File: config.mk
export PLATFORM = sky130hd
export DESIGN_NAME = key_debounce_multi_flat
export DESIGN_NICKNAME = d
export VERILOG_FILES = /design/src/rtl/key_pkg.sv /design/src/rtl/key_debounce_multi_if.sv /design/src/rtl/key_chan.sv /design/src/rtl/key_debounce_multi.sv /design/src/flat_wrapper.sv
export SDC_FILE = /design/constraint.sdc
export NUM_CORES = 1
export LEC_CHECK = 0
export CORE_ASPECT_RATIO = 0.5
export CORE_MARGIN = 2
export CORE_UTILIZATION = 50
export DETAILED_ROUTE_END_ITERATION = 16
export DONT_BUFFER_PORTS = 1
export SYNTH_ARGS = -nofsm -noshare
export SYNTH_HDL_FRONTEND = slang
export SYNTH_SLANG_ARGS = --single-unit
File: constraint.sdc
create_clock -name clk -period 3.5 [get_ports clk]
set_input_delay 0.175 -clock clk [delete_from_list [all_inputs] [get_ports clk]]
set_output_delay 0.175 -clock clk [all_outputs]
set_load 0.005 [all_outputs]
File: src/rtl/key_pkg.sv
// Shared types and default 50 MHz timing for the key front end.
// Provides the hold-state enum and default cycle counts.
package key_pkg;

  typedef enum logic [1:0] {
    REL  = 2'd0,
    HELD = 2'd1,
    LONG = 2'd2
  } hold_st_e;

  localparam int unsigned DEF_N_KEYS       = 4;
  localparam int unsigned DEF_DEBOUNCE_CYC = 1_000_000;
  localparam int unsigned DEF_LONG_CYC     = 50_000_000;
  localparam int unsigned DEF_REPEAT_CYC   = 10_000_000;

endpackage

File: src/rtl/key_debounce_multi_if.sv
// Key pin / event bundle between the pins, the debouncer and its consumer.
// slave: debouncer side (takes key_n, drives events); master: consumer side.
interface key_debounce_multi_if #(
  parameter int unsigned N_KEYS = 4
);

  logic [N_KEYS-1:0] key_n;
  logic [N_KEYS-1:0] key_level;
  logic [N_KEYS-1:0] key_press;
  logic [N_KEYS-1:0] key_release;
  logic [N_KEYS-1:0] key_long;
  logic [N_KEYS-1:0] key_repeat;

  modport slave (
    input  key_n,
    output key_level,
    output key_press,
    output key_release,
    output key_long,
    output key_repeat
  );

  modport master (
    output key_n,
    input  key_level,
    input  key_press,
    input  key_release,
    input  key_long,
    input  key_repeat
  );

endinterface

File: src/rtl/key_chan.sv
// One key channel: 2-FF sync, stable-time debounce, REL/HELD/LONG hold FSM.
// Ports: clk, rst (sync, high), key_n in; level/press/release/long/repeat out.
// Auto-repeat built only when KEY_REPEAT_EN is defined.
module key_chan
  import key_pkg::*;
#(
  parameter int unsigned DEBOUNCE_CYC = DEF_DEBOUNCE_CYC,
  parameter int unsigned LONG_CYC     = DEF_LONG_CYC
`ifdef KEY_REPEAT_EN
  ,
  parameter int unsigned REPEAT_CYC   = DEF_REPEAT_CYC
`endif
) (
  input  logic clk,
  input  logic rst,
  input  logic key_n,
  output logic key_level,
  output logic key_press,
  output logic key_release,
  output logic key_long,
  output logic key_repeat
);

  localparam int unsigned DW = $clog2(DEBOUNCE_CYC);
  localparam int unsigned LW = $clog2(LONG_CYC);
  localparam logic [DW-1:0] D_MAX = DW'(DEBOUNCE_CYC - 1);
  localparam logic [LW-1:0] L_MAX = LW'(LONG_CYC - 1);

  logic [1:0]    sync_q;
  logic          sync;
  logic          stable_q;
  logic [DW-1:0] db_cnt;
  logic          flip;
  logic          rise;
  logic          fall;

  hold_st_e      st_q;
  logic [LW-1:0] hold_cnt;
  logic          press_q;
  logic          rel_q;
  logic          long_q;

  // Idle pin is high, so the synchroniser resets to 1 (released).
  always_ff @(posedge clk) begin
    if (rst) begin
      sync_q <= 2'b11;
    end else begin
      sync_q <= {sync_q[0], key_n};
    end
  end

  assign sync = ~sync_q[1];

  // Flip on the DEBOUNCE_CYC-th consecutive cycle of disagreement.
  assign flip = (sync != stable_q) && (db_cnt == D_MAX);
  assign rise = flip & sync;
  assign fall = flip & ~sync;

  always_ff @(posedge clk) begin
    if (rst) begin
      stable_q <= 1'b0;
      db_cnt   <= '0;
    end else if (sync == stable_q) begin
      db_cnt   <= '0;
    end else if (flip) begin
      stable_q <= sync;
      db_cnt   <= '0;
    end else begin
      db_cnt   <= db_cnt + 1'b1;
    end
  end

`ifdef KEY_REPEAT_EN
  localparam int unsigned RW = $clog2(REPEAT_CYC);
  localparam logic [RW-1:0] R_MAX = RW'(REPEAT_CYC - 1);

  logic [RW-1:0] rep_cnt;
  logic          rep_q;
`endif

  // Hold FSM. A release in the same cycle a count expires wins.
  always_ff @(posedge clk) begin
    if (rst) begin
      st_q     <= REL;
      hold_cnt <= '0;
      press_q  <= 1'b0;
      rel_q    <= 1'b0;
      long_q   <= 1'b0;
`ifdef KEY_REPEAT_EN
      rep_cnt  <= '0;
      rep_q    <= 1'b0;
`endif
    end else begin
      press_q <= 1'b0;
      rel_q   <= 1'b0;
      long_q  <= 1'b0;
`ifdef KEY_REPEAT_EN
      rep_q   <= 1'b0;
`endif
      unique case (st_q)
        REL: begin
          hold_cnt <= '0;
          if (rise) begin
            st_q    <= HELD;
            press_q <= 1'b1;
          end
        end
        HELD: begin
          if (fall) begin
            st_q     <= REL;
            rel_q    <= 1'b1;
            hold_cnt <= '0;
          end else if (hold_cnt == L_MAX) begin
            st_q     <= LONG;
            long_q   <= 1'b1;
            hold_cnt <= '0;
          end else begin
            hold_cnt <= hold_cnt + 1'b1;
          end
        end
        LONG: begin
          if (fall) begin
            st_q    <= REL;
            rel_q   <= 1'b1;
`ifdef KEY_REPEAT_EN
            rep_cnt <= '0;
          end else if (rep_cnt == R_MAX) begin
            rep_q   <= 1'b1;
            rep_cnt <= '0;
          end else begin
            rep_cnt <= rep_cnt + 1'b1;
`endif
          end
        end
        default: begin
          st_q     <= REL;
          hold_cnt <= '0;
        end
      endcase
    end
  end

  assign key_level   = stable_q;
  assign key_press   = press_q;
  assign key_release = rel_q;
  assign key_long    = long_q;
`ifdef KEY_REPEAT_EN
  assign key_repeat  = rep_q;
`else
  assign key_repeat  = 1'b0;
`endif

endmodule

File: src/rtl/key_debounce_multi.sv
// Multi-channel key front end: N_KEYS independent key_chan instances.
// Ports: clk, rst (sync, high), kif (slave). Option macro: KEY_REPEAT_EN.
module key_debounce_multi
  import key_pkg::*;
#(
  parameter int unsigned N_KEYS       = DEF_N_KEYS,
  parameter int unsigned DEBOUNCE_CYC = DEF_DEBOUNCE_CYC,
  parameter int unsigned LONG_CYC     = DEF_LONG_CYC,
  parameter int unsigned REPEAT_CYC   = DEF_REPEAT_CYC
) (
  input  logic                 clk,
  input  logic                 rst,
  key_debounce_multi_if.slave  kif
);

  if (N_KEYS < 1) begin : g_bad_n
    $error("N_KEYS must be at least 1");
  end
  if (DEBOUNCE_CYC < 2) begin : g_bad_db
    $error("DEBOUNCE_CYC must be at least 2");
  end
  if (LONG_CYC <= DEBOUNCE_CYC) begin : g_bad_long
    $error("LONG_CYC must exceed DEBOUNCE_CYC");
  end
  if (REPEAT_CYC < 2) begin : g_bad_rep
    $error("REPEAT_CYC must be at least 2");
  end

  logic [N_KEYS-1:0] level_v;
  logic [N_KEYS-1:0] press_v;
  logic [N_KEYS-1:0] rel_v;
  logic [N_KEYS-1:0] long_v;
  logic [N_KEYS-1:0] rep_v;

  for (genvar i = 0; i < N_KEYS; i++) begin : g_chan
    key_chan #(
      .DEBOUNCE_CYC (DEBOUNCE_CYC),
      .LONG_CYC     (LONG_CYC)
`ifdef KEY_REPEAT_EN
      ,
      .REPEAT_CYC   (REPEAT_CYC)
`endif
    ) u_chan (
      .clk         (clk),
      .rst         (rst),
      .key_n       (kif.key_n[i]),
      .key_level   (level_v[i]),
      .key_press   (press_v[i]),
      .key_release (rel_v[i]),
      .key_long    (long_v[i]),
      .key_repeat  (rep_v[i])
    );
  end

  assign kif.key_level   = level_v;
  assign kif.key_press   = press_v;
  assign kif.key_release = rel_v;
  assign kif.key_long    = long_v;
  assign kif.key_repeat  = rep_v;

endmodule

File: src/flat_wrapper.sv
// flat-port wrapper written by rule: the top's interface ports become plain ports
module key_debounce_multi_flat import key_pkg::*;
#(
  parameter int unsigned N_KEYS       = DEF_N_KEYS,
  parameter int unsigned DEBOUNCE_CYC = DEF_DEBOUNCE_CYC,
  parameter int unsigned LONG_CYC     = DEF_LONG_CYC,
  parameter int unsigned REPEAT_CYC   = DEF_REPEAT_CYC
)
  (clk, rst, kif_key_n, kif_key_level, kif_key_press, kif_key_release, kif_key_long, kif_key_repeat);
  key_debounce_multi_if #(.N_KEYS(N_KEYS)) kif_i ();
  input  logic clk;
  input  logic rst;
  input wire logic [$bits(kif_i.key_n)-1:0] kif_key_n;
  output wire logic [$bits(kif_i.key_level)-1:0] kif_key_level;
  output wire logic [$bits(kif_i.key_press)-1:0] kif_key_press;
  output wire logic [$bits(kif_i.key_release)-1:0] kif_key_release;
  output wire logic [$bits(kif_i.key_long)-1:0] kif_key_long;
  output wire logic [$bits(kif_i.key_repeat)-1:0] kif_key_repeat;
  assign kif_i.key_n = kif_key_n;
  assign kif_key_level = kif_i.key_level;
  assign kif_key_press = kif_i.key_press;
  assign kif_key_release = kif_i.key_release;
  assign kif_key_long = kif_i.key_long;
  assign kif_key_repeat = kif_i.key_repeat;
  key_debounce_multi #(.N_KEYS(N_KEYS), .DEBOUNCE_CYC(DEBOUNCE_CYC), .LONG_CYC(LONG_CYC), .REPEAT_CYC(REPEAT_CYC)) u_core (.clk(clk), .rst(rst), .kif(kif_i));
endmodule
**Word level (Yosys, flattened, before mapping)**

Cells that the tools add are included.

- Word-level logic and storage cells: 184
- Input bits: 6
- Bits in registers: 216

- Bitwise logic cells: 28
- Reductions and logical operators: 36
- $add $sub $neg: 8
- Eq/ne operators: 36
- Mux-type cells: 44

Operators with widths:

| kind | count |
|---|---|
| $mux W26 | 8 |
| $pmux W26 S2 | 4 |
| $add A26 B1 Y26 const B | 4 |
| $eq A26 B26 Y1 const B | 4 |
| $add A20 B1 Y20 const B | 4 |
| $eq A20 B20 Y1 const B | 4 |
| $mux W2 | 16 |
| $pmux W2 S3 | 4 |
| $reduce_or A2 Y1 | 12 |
| $reduce_or A3 Y1 | 8 |
| $not A1 Y1 | 20 |
| $ne A2 B2 Y1 const B | 8 |
| $mux W1 | 12 |
| $ne A3 B3 Y1 const B | 4 |
| $reduce_and A3 Y1 | 4 |
| $and A1 B1 Y1 | 8 |
| $eq A2 B1 Y1 const B | 4 |
| $eq A2 B2 Y1 const B | 4 |
| $logic_not A2 Y1 | 4 |
| $reduce_and A2 Y1 | 4 |
| $eq A1 B1 Y1 | 4 |
| $logic_and A1 B1 Y1 | 4 |
| $ne A1 B1 Y1 | 4 |

**Logic depth before layout (Yosys ltp)**

Gate-level depths: netlist of the first run.

- Depth in word-level cells: 6
- Mapped depth: 9
- Depth with buffers taken out: 7

**Modules after synthesis**

From an unflattened synthesis of the first run, not the netlist that was laid out.

- Cells, all modules: 1137
- Area total of the unflattened synthesis: 10004.6 sq um

By module, submodules not included:

| module | area each (sq um) | instances | cells an instance |
|---|---|---|---|
| key_chan at u_core.g_chan[0].u_chan ... | 2506.2 | 2 | 285 |
| key_chan at u_core.g_chan[1].u_chan | 2507.4 | 1 | 286 |
| key_chan at u_core.g_chan[3].u_chan | 2484.9 | 1 | 281 |

**Worst setup path before layout of the first run**

No wires, ideal clock.

- Path type: flip-flop to flip-flop
- From: register u_core.g_chan[3].u_chan.db_cnt[11]
- To: register u_core.g_chan[3].u_chan.hold_cnt[0]
- Buffers on the path: 2
- Stages on the path, launching flop included: 8
- Library setup time: 0.132 ns
- Slack: 1.319 ns
- Period minus slack after synthesis: 2.181 ns
- Data required time: 3.368 ns
- Arrival: 2.049 ns
- Path through: dfxtp_1 or4_1 or4_1 buf_2 o31a_1 a21oi_4 buf_6 nor3_1

- Word-level cells in the longest chain between the ends: 5

RTL lines:

| what | line | text |
|---|---|---|
| start, declared | key_chan.sv:32 | `logic [DW-1:0] db_cnt;` |
| start signal, assigned | key_chan.sv:69 | `db_cnt <= db_cnt + 1'b1;` |
| $eq A20 B20 Y1 | key_chan.sv:55 | `assign flip = (sync != stable_q) && (db_cnt == D_MAX);` |
| $logic_and A1 B1 Y1 | key_chan.sv:55 |  |
| $and A1 B1 Y1 | key_chan.sv:57 | `assign fall = flip & ~sync;` |
| $mux W26 | key_chan.sv:109 | `if (fall) begin` |
| $pmux W26 S2 | key_chan.sv:100 | `unique case (st_q)` |
| end signal, assigned | key_chan.sv:118 | `hold_cnt <= hold_cnt + 1'b1;` |
| end, declared | key_chan.sv:38 | `logic [LW-1:0] hold_cnt;` |

No other way between the ends.
A chain may end at the register's enable or synchronous reset.

**Worst setup path after layout of the first run**

- From: register u_core.g_chan[3].u_chan.db_cnt[11]
- To: register u_core.g_chan[3].u_chan.hold_cnt[1]

Same word-level chain as after synthesis.

==> results of run 1 <==
power groups by stage:
stage                     logic (mW)  clock network [mW]  registers, mW
final                          0.115                2.32           2.48
after global routing           0.130                2.50           2.48
after CTS                      0.116                2.40           2.48
after detailed placement      0.0951                   0           2.53
after global placement        0.0939                   0           2.53
after floorplan               0.0915                   0           2.53
through the flow:
step | power (mW) | util [%] | hold slack [ns]
global placement | 2.63 | 51.8 | 0.264
floorplan | 2.62 | - | 0.279
finish | 4.92 | 55.7 | 0.0563
CTS | 4.99 | 55.7 | 0.0397
global route | 5.11 | 55.7 | 0.0645
detailed placement | 2.63 | 51.8 | 0.261
logic make-up (layout without fill, tap and decap cells):
group / count (synthesis) / in the layout / synth area share (%)
AOI/OAI and AO/OA: 58 / 58 / 4.40
xor gates and xnor gates: 169 / 169 / 14.6
adders and majority gates: 20 / 20 / 2.47
buffers and inverters: 95 / 81 / 4.53
DFF: 216 / 216 / 42.8
other: 1 / 4 / 0.0371
and+or+nand+nor: 611 / 611 / 31.2
repair_timing:
action / 4_1_cts / 5_1_grt
endpoints found under the setup margin: 0 / 0
buffers inserted: 0 / 0
hold buffers: 7 / 0
endpoints found under the hold margin: 57 / 0
registers in the layout, indices dropped and copies added, names as in the netlist:
| register | cells |
|---|---|
| u_core.g_chan.u_chan.st_q | 8 |
| u_core.g_chan.u_chan.sync_q | 8 |
| u_core.g_chan.u_chan.hold_cnt | 104 |
| u_core.g_chan.u_chan.db_cnt | 80 |
| u_core.g_chan.u_chan.key_long | 4 |
| u_core.g_chan.u_chan.key_press | 4 |
| u_core.g_chan.u_chan.key_release | 4 |
| u_core.g_chan.u_chan.key_level | 4 |
metal layers:
layer,global-route usage [%],up-vias
li1,-,3971
met1,26.3,3613
met2,29.2,98
met3,4.80,29
met4,3.55,2
met5,0,-
cells in the mapped netlist (all sizes together), types with 13 or more instances:
library cell  count  area share, %
or2              17            1.1
a21oi            13           0.75
nand3            56            2.8
nand4            45            2.8
inv              36            1.3
nor2b            14           0.87
nor2            200            7.4
and3             23            1.4
nand2            80            3.0
clkbuf           27            1.0
xnor2           113            9.8
dfxtp           216             43
xor2             56            4.8
and4             18            1.6
nor4             29            1.9
buf              32            2.2
ha               20            2.5
nor3             66            3.3
worst paths after layout:
path	from	end	slack, ns	depth (start not counted)
setup / recovery	u_core.g_chan[3].u_chan.db_cnt[11]	u_core.g_chan[3].u_chan.hold_cnt[1]	0.91	6
setup reg to reg	u_core.g_chan[3].u_chan.db_cnt[11]	u_core.g_chan[3].u_chan.hold_cnt[1]	0.91	6
hold / removal	rst	u_core.g_chan[0].u_chan.hold_cnt[2]	0.06	3
hold reg to reg	u_core.g_chan[3].u_chan.sync_q[0]	u_core.g_chan[3].u_chan.sync_q[1]	0.41	1
critical path, stage by stage, from the launching register on:
cell and delay [ns]:
dfxtp_1 0.34, or4_1 0.51, or4_1 0.52, o31a_1 0.37, nand4_1 0.11, a21oi_1 0.07, dlygate4sd3_1 0.56
cell type report:
cell class	instances	area, sq um
Clock buffer	29	556
Clock inverter	6	130
Fill cell	1779	8700
Inverter	36	135
Multi-Input combinational cell	862	5360
Sequential cell	216	4320
Tap cell	266	333
Timing Repair Buffer	10	110
==> impl_metrics.yaml, run 1 <==
clock_network:
  ctsResizeCount: 0
  insertion_delay_ns: 0.51
  cts_root_buf: "clkbuf_16"
  clk_pin_slew_ns: 0.06
  cts_buffers: 20
  cts.htree.levels: 1
  cts_sinks: 216
  cts.path.max_buffers: 3
  cts_tree: "done"
timing:
  slew_violations: 0
  finalSetupViolCount: 0
  fin_crit_ns: 2.59
  max_freq_mhz: 386
  setup_slack_ns: 0.910
  tightest_slew_ns: 0.944
  finalCritPeriodShare_pct: 74.0
  relSlewSlack_pct: 36.5
  finalClockSkew_ns: 0.0189
  tns_ns: 0
  rsz0062_at_grt: "no"
  hold_viol_final: 0
place:
  gp_congestion: 0.768
  post-place-ws_ns: 0.953
  portBuffers: 0
  placed_cells: 1383
  place_hpwl_mm: 12.9
  dpl_cell_area_sq_mm: 0.0102
route:
  drtIter0Drc: 453
  num_vias: 7713
  met3_length_microns: 838
  m1WireLength_mm: 10.2
  viasPerCell: 5.41
  wl_met2_mm: 8.37
  drt-wirelength-per-cell_microns: 13.8
  firstDrtPassIters: 5
  top_layer: "met5"
  routed_wl_mm: 19.7
  route.detailed.drc: 0
  ant_nets: 0
finish:
  mostFrequentLayoutCells: "dfxtp_1 (216), nor2_1 (200), xnor2_1 (113)"
  finalNetCount: 1172
  area_growth_pct: 8.20
  layout-drive-gt1-share_pct: 5.26
  stdcell_count: 1425
  design_area_sq_mm: 0.0109
  layout_commonest_cell: "dfxtp_1"
  antennaDiodeCount: 0
global_routing:
  grt_usage_pct: 18.7
  overflow: 0
  grt_pass1_vias: 7219
  grt_pass1_wl_mm: 34.0
  antenna_found_initial: 1
  grt_max_degree: 57
setup_path:
  critical_path_arrival_ns: 2.99
  startpoint_type: "register"
  worstSetupEndpointType: "register"
  required_ns: 3.89
  worstSetupPathType: "reg2reg"
  crit_fanout: 6
run:
  max_cap_viol_count: 0
pwr:
  p_seq_share_pct: 50.4
  ir_drop_mv: 0.279
  power_switching_share_pct: 20.5
  power_frac_comb_pct: 2.3
  p_int_mw: 3.91
  p_sw_mw: 1.01
  p_leak_nw: 3.28
  p_clk_share_pct: 47.3
  power.density_mw_per_mm2: 449
floorplan:
  chipHeight_microns: 105
  io_pins: 26
  die_area_sq_mm: 0.0214
  initial_core_util_pct: 51.5
  chipWidth_microns: 205
  core_sq_mm: 0.0196
  rows: 36
synth:
  synth.distinct_cells: 61
  ys.flop_type: "dfxtp_1"
  synth_edf_count: 0
  synth-seq-area-share_pct: 42.8
  synth_area_per_cell_sq_um: 8.64
  async_flop_share_pct: 0
  yosysWarnings: 0
  synth_area_sq_mm: 0.0101
  ys_ff_latch: 216
  syn_inst: 1170
worst_hold_path:
  hold_class: "in2reg"
outcome:
  outcome: "completed"
Power figures use the tool's default switching activity.
==> run 2: changes to the inputs <==
Settings changed: PLACE_DENSITY from default to 0.68.
Clock period 3.5 ns to 2.2 ns, I/O delays scaled along.
==> impl_metrics.yaml, run 2 (synthesis gave the netlist of run 1 again) <==
outcome:
  outcome: "finished, violations left"
  violations: "negative setup slack"
timing:
  finalHoldWorstSlack_ns: 0.0371
  fin_crit_ns: 2.22
  relSlewSlack_pct: 63.6
  slew_violations: 0
  tightest_slew_ns: 0.544
  setup_slack_ns: -0.0155
  finalCritPeriodShare_pct: 101
  hold_viol_final: 0
  rsz0062_at_grt: "yes"
  max_freq_mhz: 451
  finalSetupViolCount: 1
  finalClockSkew_ns: 0.0141
route:
  routed_wl_mm: 20.6
  drt-wirelength-per-cell_microns: 14.1
  route.detailed.drc: 0
  wl_met2_mm: 9.66
  ant_nets: 0
  met3_length_microns: 791
  drtIter0Drc: 392
  num_vias: 8019
  firstDrtPassIters: 5
  m1WireLength_mm: 9.91
  top_layer: "met4"
  viasPerCell: 5.46
finish:
  area_growth_pct: 12.3
  layout_commonest_cell: "dfxtp_1"
  mostFrequentLayoutCells: "dfxtp_1 (215), nor2_1 (200), xnor2_1 (113)"
  design_area_sq_mm: 0.0114
  antennaDiodeCount: 0
  largest-register: "u_core.g_chan.u_chan.hold_cnt"
  stdcell_count: 1468
  largest_reg_flops: 104
  layout-drive-gt1-share_pct: 9.98
  finalNetCount: 1216
  reg_top3: "u_core.g_chan.u_chan.hold_cnt x104, u_core.g_chan.u_chan.db_cnt x80"
worst_hold_path:
  hold_class: "in2reg"
  hp-start: "rst"
  min_path_cells: 3
  min_to: "u_core.g_chan[1].u_chan.key_long"
floorplan:
  rows: 36
  die_area_sq_mm: 0.0214
  chipHeight_microns: 105
  chipWidth_microns: 205
  initial_core_util_pct: 51.5
  core_sq_mm: 0.0196
  io_pins: 26
setup_path:
  worstSetupPathType: "reg2reg"
  required_ns: 2.58
  worstSetupEndpointType: "register"
  critical_path_arrival_ns: 2.60
  worstReg2RegEnd: "u_core.g_chan[3].u_chan.st_q[0]"
  rr_worst_depth: 5
  cp_slowest_cell: "or4_1"
  path_cells: "or4_1, or4_4, o31ai_1, a31oi_1, o221a_2"
  crit_fanout: 6
  slowest_delay_ns: 0.52
  startpoint_type: "register"
  r2r_setup_slack_ns: -0.02
  regToRegStartpoint: "u_core.g_chan[3].u_chan.db_cnt[11]"
clock_network:
  cts_root_buf: "clkbuf_16"
  insertion_delay_ns: 0.50
  cts.path.max_buffers: 3
  cts_buffers: 20
  cts_tree: "done"
  clk_pin_slew_ns: 0.06
  cts.htree.levels: 1
  cts_sinks: 216
pwr:
  ir_drop_mv: 0.569
  total_power_mw: 7.62
  p_leak_nw: 3.52
  power.density_mw_per_mm2: 671
place:
  placed_cells: 1426
  portBuffers: 0
  place_hpwl_mm: 13.9
  gp_congestion: 0.814
  dpl_cell_area_sq_mm: 0.0105
  post-place-ws_ns: -0.0301
global_routing:
  overflow: 0
  grt_usage_pct: 19.4
  antenna_found_initial: 1
  grt_pass1_wl_mm: 35.7
  grt_pass1_vias: 7745
  grt_max_degree: 59
run:
  max_cap_viol_count: 0
-- run 2: per-layer routing --
| layer | track usage, % | vias to the layer above |
|---|---|---|
| met4 | 4.11 | 0 |
| met1 | 26.0 | 3824 |
| li1 | - | 4056 |
| met5 | 0 | - |
| met3 | 3.56 | 22 |
| met2 | 32.8 | 117 |
-- run 2: worst max-delay path by stage --
stage	from	endpoint	slack [ns]	cells past startpoint
after floorplan	u_core.g_chan[3].u_chan.db_cnt[11]	u_core.g_chan[3].u_chan.hold_cnt[0]	0.02	7
after global placement	u_core.g_chan[3].u_chan.db_cnt[11]	u_core.g_chan[3].u_chan.hold_cnt[17]	0.03	6
after detailed placement	u_core.g_chan[3].u_chan.db_cnt[11]	u_core.g_chan[3].u_chan.st_q[0]	-0.03	5
after CTS	u_core.g_chan[3].u_chan.db_cnt[11]	u_core.g_chan[3].u_chan.st_q[0]	0.02	5
after global routing	u_core.g_chan[3].u_chan.db_cnt[12]	u_core.g_chan[3].u_chan.st_q[0]	-0.05	5
final	u_core.g_chan[3].u_chan.db_cnt[11]	u_core.g_chan[3].u_chan.st_q[0]	-0.02	5
-- run 2: final cells by class --
| class | instances | area (sq um) |
|---|---|---|
| clock buffer | 28 | 592 |
| multi-input combinational | 862 | 5420 |
| inverter | 36 | 135 |
| clock inverter | 6 | 55.1 |
| sequential | 216 | 4330 |
| timing repair buffer | 54 | 495 |
| fill | 1804 | 8280 |
| tap | 266 | 333 |
-- run 2: power by group --
group,internal (mW),leakage (nW),switching [mW]
sequential,3.93,1.74,0.0141
combinational,0.0852,1.46,0.126
clock,1.99,0.325,1.47
total,6.00,3.52,1.61
-- run 2: per-stage QoR --
| step | TNS [ns] | utilization (%) |
|---|---|---|
| final | -0.0155 | 57.8 |
| after floorplan | 0 | - |
| after CTS | 0 | 57.4 |
| after global routing | -0.620 | 57.8 |
| after global placement | 0 | 53.7 |
| after detailed placement | -0.137 | 53.7 |
-- run 2: what timing repair did --
item	in CTS	in global routing
pin swaps	0	3
buffers inserted	0	2
hold buffers	6	0
endpoints found under the setup margin	26	78
endpoints found under the hold margin	78	0
resized for setup	1	14
-- run 2: critical path: cells and delay by family, from the launching register on --
family,cells,cell delay [ns]
AOI/OAI and AO/OA,3,0.81
DFF,1,0.30
and+or+nand+nor,2,0.99
